$ cat src/rtl/alu_seq.sv
// alu_seq: sequential WIDTH-bit ALU with a start/ready/done handshake and multi-cycle shifts.
// Define ALU_MUL_EN to compile in the iterative shift-add multiplier (opcode 10).
module alu_seq #(
    parameter int unsigned WIDTH = 8
) (
    input  logic             clk,
    input  logic             rst,
    input  logic             start,
    input  logic [WIDTH-1:0] A,
    input  logic [WIDTH-1:0] B,
    input  logic             C_in,
    input  logic [3:0]       S,
    output logic             ready,
    output logic             done,
    output logic [WIDTH-1:0] D,
    output logic             C_out,
    output logic             z,
    output logic             n,
    output logic             v,
    output logic             err
);
    localparam int unsigned SW = $clog2(WIDTH);
    localparam int unsigned CW = SW + 1;
    localparam int unsigned W1 = WIDTH + 1;

    localparam logic [3:0] OP_ADD = 4'd0;
    localparam logic [3:0] OP_SUB = 4'd1;
    localparam logic [3:0] OP_AND = 4'd2;
    localparam logic [3:0] OP_OR  = 4'd3;
    localparam logic [3:0] OP_XOR = 4'd4;
    localparam logic [3:0] OP_NOT = 4'd5;
    localparam logic [3:0] OP_SHR = 4'd6;
    localparam logic [3:0] OP_SHL = 4'd7;
    localparam logic [3:0] OP_ROR = 4'd8;
    localparam logic [3:0] OP_ROL = 4'd9;
`ifdef ALU_MUL_EN
    localparam logic [3:0] OP_MUL = 4'd10;
`endif

    typedef enum logic [1:0] {
        ST_IDLE,
        ST_SHIFT,
`ifdef ALU_MUL_EN
        ST_MUL,
`endif
        ST_COMPLETE
    } state_t;

    state_t state, state_nxt;

    logic [WIDTH-1:0] acc;
    logic [CW-1:0]    cnt;
    logic [3:0]       op;

    logic [SW-1:0]    k;
    logic             is_shift;
    logic             accept;

    logic [W1-1:0]    sum;
    logic [WIDTH-1:0] b2;
    logic [WIDTH-1:0] sc_d;
    logic             sc_co, sc_v, sc_err;

    logic [WIDTH-1:0] shift_step;
    logic             shift_co;

    logic             load;
    logic [WIDTH-1:0] d_nxt;
    logic             co_nxt, v_nxt, err_nxt;

`ifdef ALU_MUL_EN
    logic [2*WIDTH-1:0] prod;
    logic [WIDTH-1:0]   mcand;
    logic [W1-1:0]      mul_sum;
    logic [2*WIDTH-1:0] prod_step;
`endif

    assign k        = B[SW-1:0];
    assign is_shift = (S == OP_SHR) || (S == OP_SHL) || (S == OP_ROR) || (S == OP_ROL);
    assign accept   = start && ((state == ST_IDLE) || (state == ST_COMPLETE));

    // Single-cycle result from the live operands; used only on an accept edge
    always_comb begin
        sum    = '0;
        b2     = B;
        sc_d   = '0;
        sc_co  = 1'b0;
        sc_v   = 1'b0;
        sc_err = 1'b0;
        case (S)
            OP_ADD: begin
                sum   = {1'b0, A} + {1'b0, B} + W1'(C_in);
                sc_d  = sum[WIDTH-1:0];
                sc_co = sum[WIDTH];
                sc_v  = (A[WIDTH-1] == b2[WIDTH-1]) && (sum[WIDTH-1] != A[WIDTH-1]);
            end
            OP_SUB: begin
                b2    = ~B;
                sum   = {1'b0, A} + {1'b0, b2} + W1'(1);
                sc_d  = sum[WIDTH-1:0];
                sc_co = sum[WIDTH];
                sc_v  = (A[WIDTH-1] == b2[WIDTH-1]) && (sum[WIDTH-1] != A[WIDTH-1]);
            end
            OP_AND: sc_d = A & B;
            OP_OR:  sc_d = A | B;
            OP_XOR: sc_d = A ^ B;
            OP_NOT: sc_d = ~A;
            // zero-amount shifts/rotates pass A through
            OP_SHR, OP_SHL, OP_ROR, OP_ROL: sc_d = A;
            default: begin
                sc_d   = '0;
                sc_err = 1'b1;
            end
        endcase
    end

    // One bit position of the latched shift/rotate
    always_comb begin
        shift_step = acc;
        shift_co   = 1'b0;
        case (op)
            OP_SHR: begin
                shift_step = {1'b0, acc[WIDTH-1:1]};
                shift_co   = acc[0];
            end
            OP_SHL: begin
                shift_step = {acc[WIDTH-2:0], 1'b0};
                shift_co   = acc[WIDTH-1];
            end
            OP_ROR: shift_step = {acc[0], acc[WIDTH-1:1]};
            OP_ROL: shift_step = {acc[WIDTH-2:0], acc[WIDTH-1]};
            default: ;
        endcase
    end

`ifdef ALU_MUL_EN
    // Shift-add step: upper half accumulates A, whole product shifts right one bit
    always_comb begin
        mul_sum   = {1'b0, prod[2*WIDTH-1:WIDTH]} + (prod[0] ? {1'b0, mcand} : '0);
        prod_step = {mul_sum, prod[WIDTH-1:1]};
    end
`endif

    always_ff @(posedge clk or posedge rst) begin
        if (rst) begin
            state <= ST_IDLE;
        end else begin
            state <= state_nxt;
        end
    end

    always_comb begin
        state_nxt = state;
        load      = 1'b0;
        d_nxt     = '0;
        co_nxt    = 1'b0;
        v_nxt     = 1'b0;
        err_nxt   = 1'b0;
        case (state)
            ST_IDLE, ST_COMPLETE: begin
                state_nxt = ST_IDLE;
                if (start) begin
                    if (is_shift && (k != '0)) begin
                        state_nxt = ST_SHIFT;
                    end
`ifdef ALU_MUL_EN
                    else if (S == OP_MUL) begin
                        state_nxt = ST_MUL;
                    end
`endif
                    else begin
                        state_nxt = ST_COMPLETE;
                        load      = 1'b1;
                        d_nxt     = sc_d;
                        co_nxt    = sc_co;
                        v_nxt     = sc_v;
                        err_nxt   = sc_err;
                    end
                end
            end
            ST_SHIFT: begin
                if (cnt == CW'(1)) begin
                    state_nxt = ST_COMPLETE;
                    load      = 1'b1;
                    d_nxt     = shift_step;
                    co_nxt    = shift_co;
                end
            end
`ifdef ALU_MUL_EN
            ST_MUL: begin
                if (cnt == CW'(1)) begin
                    state_nxt = ST_COMPLETE;
                    load      = 1'b1;
                    d_nxt     = prod_step[WIDTH-1:0];
                    co_nxt    = |prod_step[2*WIDTH-1:WIDTH];
                end
            end
`endif
            default: state_nxt = ST_IDLE;
        endcase
    end

    // Working registers for multi-cycle operations
    always_ff @(posedge clk or posedge rst) begin
        if (rst) begin
            acc   <= '0;
            cnt   <= '0;
            op    <= '0;
`ifdef ALU_MUL_EN
            prod  <= '0;
            mcand <= '0;
`endif
        end else if (accept) begin
            acc <= A;
            op  <= S;
            cnt <= CW'(k);
`ifdef ALU_MUL_EN
            if (S == OP_MUL) begin
                cnt   <= CW'(WIDTH);
                prod  <= {WIDTH'(0), B};
                mcand <= A;
            end
`endif
        end else if (state == ST_SHIFT) begin
            acc <= shift_step;
            cnt <= cnt - CW'(1);
        end
`ifdef ALU_MUL_EN
        else if (state == ST_MUL) begin
            prod <= prod_step;
            cnt  <= cnt - CW'(1);
        end
`endif
    end

    // Result, flags and handshake outputs
    always_ff @(posedge clk or posedge rst) begin
        if (rst) begin
            D     <= '0;
            C_out <= 1'b0;
            z     <= 1'b1;
            n     <= 1'b0;
            v     <= 1'b0;
            err   <= 1'b0;
            done  <= 1'b0;
            ready <= 1'b1;
        end else begin
            done  <= load;
            ready <= (state_nxt == ST_IDLE) || (state_nxt == ST_COMPLETE);
            if (load) begin
                D     <= d_nxt;
                C_out <= co_nxt;
                z     <= (d_nxt == '0);
                n     <= d_nxt[WIDTH-1];
                v     <= v_nxt;
                err   <= err_nxt;
            end
        end
    end

endmodule

$ cat config.mk
export PLATFORM = sky130hd
export DESIGN_NAME = alu_seq
export DESIGN_NICKNAME = d
export VERILOG_FILES = /design/src/rtl/alu_seq.sv
export SDC_FILE = /design/constraint.sdc
export NUM_CORES = 1
export LEC_CHECK = 0
export ABC_AREA = 1
export BUFFER_PORTS_ARGS = -buffer_cell sky130_fd_sc_hd__buf_2
export CAP_MARGIN = 40
export CORE_MARGIN = 2
export CORE_UTILIZATION = 55
export DETAILED_ROUTE_END_ITERATION = 8
export PLACE_DENSITY_LB_ADDON = 0.2
export SLEW_MARGIN = 15
export SYNTH_ARGS = -nofsm -noshare
export SYNTH_HDL_FRONTEND = slang
export SYNTH_SLANG_ARGS = --single-unit
$ cat constraint.sdc
create_clock -name clk -period 4.2 [get_ports clk]
set_input_delay 0.21 -clock clk [delete_from_list [all_inputs] [get_ports clk]]
set_output_delay 0.21 -clock clk [all_outputs]
set_load 0.02 [all_outputs]
==> results of run 1 <==
-- sequential cells by signal, indices dropped and copies added, names as in the netlist --
signal and flops:
C_out 1, op 4, ready 1, err 1
z 1, state 2, acc 8, D 8
v 1, cnt 4, done 1
-- cell type report --
cell class / count / area share
clock buffers: 5 / 0.01955
clock inverters: 3 / 0.01208
inverters: 69 / 0.07356
multi-input cells: 381 / 0.5828
flip-flops and latches: 32 / 0.2281
well taps: 72 / 0.02559
repair buffers: 40 / 0.05828
-- cell families (layout without fill, tap and decap cells) --
group	count (synthesis)	count (layout)	synth area share
AND/OR/NAND/NOR	287	287	0.4012
buffers and inverters	77	117	0.09445
AO/OA/AOI/OAI	61	61	0.1143
flip-flops	32	32	0.2548
adder cells (fa/ha/maj)	30	30	0.1262
XOR/XNOR	2	2	0.005557
multiplexers	1	1	0.003571
-- per-layer routing --
metal,routed length (um),global-route usage
met5,0,0
met4,253,0.1086
met3,574,0.04525
met2,4313,0.5160
met1,3783,0.3818
-- worst paths after layout --
check	to	slack, ns	cells after the start
min in group clk	err	0.20	2
max	z	2.05	11
max reg2reg	z	2.05	11
max in group asynchronous	ready	3.88	3
min reg2reg	op[3]	0.49	2
min	done	-0.01	3
-- cells in the mapped netlist --
| cell | n | share of area |
|---|---|---|
| inv_2 | 5 | 0.0060 |
| a21oi_1 | 22 | 0.035 |
| o22ai_1 | 3 | 0.0060 |
| nand3_1 | 45 | 0.071 |
| xor2_1 | 2 | 0.0056 |
| nand3b_1 | 1 | 0.0024 |
| dfrtp_1 | 30 | 0.24 |
| ha_1 | 27 | 0.11 |
| nand2_2 | 6 | 0.012 |
| or2_0 | 1 | 0.0020 |
| nor2_1 | 47 | 0.056 |
| buf_4 | 1 | 0.0024 |
| a22oi_1 | 3 | 0.0071 |
| clkbuf_1 | 2 | 0.0024 |
| a21o_1 | 1 | 0.0024 |
| and2_1 | 1 | 0.0020 |
| o221ai_1 | 5 | 0.014 |
| o21ai_0 | 20 | 0.032 |
| nand2_1 | 166 | 0.20 |
| nor2_8 | 1 | 0.0063 |
| nand2_4 | 3 | 0.011 |
| dfstp_2 | 2 | 0.017 |
| o21a_1 | 1 | 0.0024 |
| buf_1 | 1 | 0.0012 |
| nand4_1 | 7 | 0.014 |
| buf_2 | 2 | 0.0032 |
| fa_1 | 3 | 0.019 |
| o211ai_1 | 4 | 0.0095 |
| inv_1 | 64 | 0.076 |
| a32o_1 | 1 | 0.0032 |
| nor4_1 | 1 | 0.0020 |
| nand3_2 | 1 | 0.0032 |
| clkbuf_2 | 2 | 0.0032 |
| nor2_2 | 2 | 0.0040 |
| nor2_4 | 5 | 0.018 |
| mux2_2 | 1 | 0.0036 |
| a221o_1 | 1 | 0.0032 |
-- through the flow --
| stage | power, W | utilization |
|---|---|---|
| 6_report | 0.001734 | 0.6394 |
| 3_3_place_gp | 0.001408 | 0.6192 |
| 2_1_floorplan | 0.001182 | - |
| 5_1_grt | 0.001864 | 0.6394 |
| 4_1_cts | 0.001727 | 0.6394 |
| 3_5_place_dp | 0.001426 | 0.6192 |
-- worst max-delay path, stage by stage (launching register included) --
cell,delay [ns]
dfrtp_1,0.36
inv_1,0.09
nand2_1,0.47
inv_1,0.31
nand2_2,0.14
nand2_1,0.16
nand3_1,0.15
nor2_1,0.11
nand2_1,0.06
nor2_1,0.10
nand3_1,0.07
nand2_1,0.06
-- power breakdown --
group	switching [W]	total, W	internal, W
Sequential	0.000115	0.000565	0.000451
Combinational	0.000587	0.000875	0.000288
Clock	0.000118	0.000294	0.000175
Total	0.000821	0.00173	0.000914
==> reports/summary.txt, run 1 <==
sequential fraction of the synthesis area -> 0.2548
crit path from -> state[0]
CTS H-tree lvls -> 2
Placed Area -> 3410 sq um
initial detailed-routing violation count -> 281
post-layout net count -> 583
number of fill cells -> 551
Post-Place Setup Slack -> 1.861 ns
synthesized area -> 3153 sq um
FP Rows -> 27
Fmax achieved -> 465.0 MHz
setup violators final -> 0
clock period minus worst slack -> 2.151 ns
slew margin rel. -> 0.4685
Hold Fails Final Rpt -> 17
Worst Hold Class -> in -> async
Avg Cell Area, Syn -> 6.435 sq um
failing checks -> negative hold slack
die area -> 6354 sq um
via count -> 3348
power per cell area -> 492.6 nW/um^2
layout cells sized above 1 -> 0.1396
Final Cell Area -> 3521 sq um
Lkg Pwr -> 1.978 nW
initial core utilization -> 0.5726
vias per inst -> 5.561
Mapped Cells -> 490
post-synth cell types -> 37
Syn Nets -> 544
maximum VDD drop -> 0.0002979 V
antenna violations before repair -> 0
TritonCTS Buffers -> 5
most common cell after layout, fill and taps aside -> nand2_1
commonest cells after routing, fill and taps aside -> nand2_1 (166), inv_1 (64), nor2_1 (47)
Congestion Overflow GR -> 0
gr usage total -> 0.3006
Residual DRC -> 0
Die Width -> 79.72 um
Worst-Skew Late Latency -> 0.29 ns
# diodes -> 0
first-pass GRT wire length -> 14.86 mm
CTS tree -> done
largest net degree at the start of global routing -> 33
worst slew pin tran -> 0.7953 ns
Die Ht -> 79.72 um
Seq cells post-synth -> 32
status -> finished, violations left
area growth from synthesis to layout -> 11.67%
placed cells -> 594
Crit Path Class -> reg -> reg
critical path data required time -> 4.44 ns
Worst-path clk slew -> 0.07 ns
final WL -> 8.924 mm
Setup Fix Bufs, Post-CTS -> 0
first drt pass iteration count -> 5
Crit Path Max Fanout -> 23
wire per inst -> 14.82 um
PortBufs -> 38
crit share post-route -> 0.5121
vias in the first global route -> 3132
CTS sink cnt -> 32
reg-to-reg critical path startpoint -> state[0]
CTS max path bufs -> 2
worst hold margin -> -0.01052 ns
RSZ-0062 raised after global routing -> no
DP HPWL -> 7.122 mm
Hold Buf Count CTS -> 0
antenna viol nets, final -> 0
non-filler cells, final -> 602
setup ws final -> 2.049 ns
Resize count post-CTS -> 0
FF+latch area -> 803.3 sq um
CP Launch Type -> flop
arrival time at the worst endpoint -> 2.39 ns
gpl congestion -> 1.002
# IOs -> 39
Multi-input gate area -> 2052 sq um
Setup crit end kind -> flop
Final Max Slew Viols -> 0
Worst Clk Skew -> 0.007859 ns
Fin Setup TNS -> 0 ns
Core ar. -> 5507 sq um
max_cap viols -> 0
Ys Warns -> 0
Clock Root Buffer -> clkbuf_8
(Power assumes the default switching activity.)
==> run 2, diff against run 1 <==
==> constraint.sdc (replaced) <==
create_clock -name clk -period 2.08 [get_ports clk]
set_input_delay 0.104 -clock clk [delete_from_list [all_inputs] [get_ports clk]]
set_output_delay 0.104 -clock clk [all_outputs]
set_load 0.02 [all_outputs]
==> run 2 against run 1 <==
Net effect:
- the flow now finishes without violations
- sequential cell count is the same
- clock-buffer cell count increased by 2
- via count about the same
- global-route usage is 0.46 points lower
- final area increased by 3.2%
- die area unchanged
- worst setup slack got worse by 1.9 ns
- non-clock buffer count increased by 17
- clock power rose by 68%
- largest cell class unchanged
==> reports/summary.txt, run 2 (same netlist as run 1, synthesis figures left out) <==
CTS max path bufs -> 2 (unchanged)
Residual DRC -> 0 (unchanged)
largest net degree at the start of global routing -> 33 (unchanged)
Lkg Pwr -> 2.049 nW (was 1.978 nW)
via count -> 3345 (was 3348)
FP Rows -> 27 (unchanged)
most common cell after layout, fill and taps aside -> nand2_1 (unchanged)
Final Max Slew Viols -> 0 (unchanged)
Fmax achieved -> 531.6 MHz
setup violators final -> 0 (unchanged)
antenna viol nets, final -> 0 (unchanged)
Die Ht -> 79.72 um (unchanged)
CTS H-tree lvls -> 2 (unchanged)
reg2reg path depth -> 12 (was 11)
post-layout net count -> 600 (was 583)
initial detailed-routing violation count -> 298 (was 281)
arrival time at the worst endpoint -> 2.11 ns (was 2.39 ns)
worst path bufs/invs -> 2 (unchanged)
Worst-Skew Late Latency -> 0.29 ns (about the same)
cell depth of the worst hold path -> 2
gpl congestion -> 0.9291 (was 1.002)
Crit Path Class -> in -> reg (was reg -> reg)
first drt pass iteration count -> 5 (unchanged)
worst slew pin tran -> 0.3965 ns (was 0.7953 ns)
Placed Area -> 3530 sq um (was 3410 sq um)
CP most frequent cell -> nand2_1 (unchanged)
Worst Clk Skew -> 0.004450 ns (was 0.007859 ns)
commonest cells after routing, fill and taps aside -> nand2_1 (166), inv_1 (64), nor2_1 (47) (unchanged)
layout cells sized above 1 -> 0.1627 (was 0.1396)
CP Launch Type -> input pin (was flop)
critical path depth in cells -> 16 (was 11)
RSZ-0062 raised after global routing -> no (unchanged)
maximum VDD drop -> 0.0006109 V (was 0.0002979 V)
Die Width -> 79.72 um (unchanged)
critical path data required time -> 2.31 ns (was 4.44 ns)
CTS sink cnt -> 32 (unchanged)
Core ar. -> 5507 sq um (unchanged)
Final Cell Area -> 3633 sq um (was 3521 sq um)
PortBufs -> 38 (unchanged)
biggest regs -> D (8), acc (8) (unchanged)
highest-delay cell along the critical path -> fa_1 (was nand2_1)
# IOs -> 39 (unchanged)
gr usage total -> 0.2961 (was 0.3006)
Fin Setup TNS -> 0 ns (unchanged)
Worst path max stage delay -> 0.45 ns (was 0.47 ns)
DP HPWL -> 7.155 mm (was 7.122 mm)
CP cell instances -> buf_2, fa_1, fa_1, inv_1, nor2_1, o21ai_0, nand2_1, nor2_1, nand2_1, nand2_1, nand2_1, nor2_1, nand2_1, nor2_1, nand3_1, nand2_1 (was inv_1, nand2_1, inv_1, nand2_2, nand2_1, nand3_1, nor2_1, nand2_1, nor2_1, nand3_1, nand2_1)
wire per inst -> 14.16 um (was 14.82 um)
# diodes -> 0 (unchanged)
Setup Fix Bufs, Post-CTS -> 0 (unchanged)
antenna violations before repair -> 0 (unchanged)
status -> finished clean (was finished, violations left)
Congestion Overflow GR -> 0 (unchanged)
slew margin rel. -> 0.7357 (was 0.4685)
vias in the first global route -> 3102 (was 3132)
Hold Fails Final Rpt -> 0 (was 17)
TritonCTS Buffers -> 5 (unchanged)
area growth from synthesis to layout -> 15.24% (was 11.67%)
Top delay family on crit path -> adder cells (was simple AND/OR/NAND/NOR gates)
number of fill cells -> 520 (was 551)
die area -> 6354 sq um (unchanged)
Clock Root Buffer -> clkbuf_8 (unchanged)
Worst-path clk slew -> 0.07 ns (about the same)
CTS tree -> done (unchanged)
power per cell area -> 946.8 nW/um^2 (was 492.6 nW/um^2)
final WL -> 8.767 mm (was 8.924 mm)
max_cap viols -> 0 (unchanged)
crit share post-route -> 0.9045
vias per inst -> 5.404 (was 5.561)
clock period minus worst slack -> 1.881 ns
first-pass GRT wire length -> 14.55 mm (was 14.86 mm)
initial core utilization -> 0.5726 (unchanged)
Worst Hold Class -> in -> reg (was in -> async)
Setup crit end kind -> flop (unchanged)
Crit Path Max Fanout -> 2 (was 23)
[run 2: changes by cell type in the layout (fill, tap and decap cells not counted)]
cell / change
bufinv_16: -1
dlygate4sd3_1: +1
buf_4: +16
clkbuf_8: +1
clkbuf_1: +1
clkinv_2: -1
[run 2: metal layers]
layer / share of wire / wire length (um) / track usage
met5: 0 / 0 / 0
met4: 0.029 / 258 / 0.1276
met3: 0.072 / 627 / 0.04751
met2: 0.48 / 4185 / 0.4966
met1: 0.42 / 3695 / 0.3754
[run 2: timing repair]
| action | in CTS | in global routing |
|---|---|---|
| hold endpoints to repair | 30 | 0 |
| hold buffers | 1 | 0 |
| resized for setup | 0 | 0 |
[run 2: stage by stage]
step                cells    util  setup WS [ns]  total power [W]  hold slack, ns
detailed placement    610  0.6410       -0.07749         0.002932          0.2031
CTS                   619  0.6599         0.2159         0.003433          0.1003
finish                619  0.6599         0.1987         0.003440          0.1054
floorplan             490       -         0.2034         0.002387          0.2187
global route          619  0.6599        0.03061         0.003728          0.1278
global placement      610  0.6410       -0.05370         0.002883          0.2016
[run 2: area by class of cell]
type	count	area [sq um]	share of cell area
tap	72	90.09	0.02479
clock buffer	7	86.33	0.02376
sequential	32	803.3	0.2211
clock inverter	1	7.507	0.002066
inverter	69	259.0	0.07128
multi-input combinational	381	2052	0.5647
timing repair buffer	57	335.3	0.09229
[run 2: power by group]
| group | switching, W | total (W) | leakage [nW] | internal, W |
|---|---|---|---|---|
| sequential | 0.000218 | 0.00113 | 0.397 | 0.000910 |
| clock | 0.000226 | 0.000495 | 0.0445 | 0.000268 |
| combinational | 0.00119 | 0.00182 | 1.61 | 0.000627 |
[run 2: final timing paths]
path                            startpoint     to  slack (ns)
worst max register to register      cnt[1]      z        0.23
max in group asynchronous              rst  ready        1.32
worst max-delay path                  A[0]      z        0.20
min in group asynchronous              rst   D[3]        0.43
worst min register to register        D[0]   D[0]        0.48
worst min-delay path                 start    err        0.11
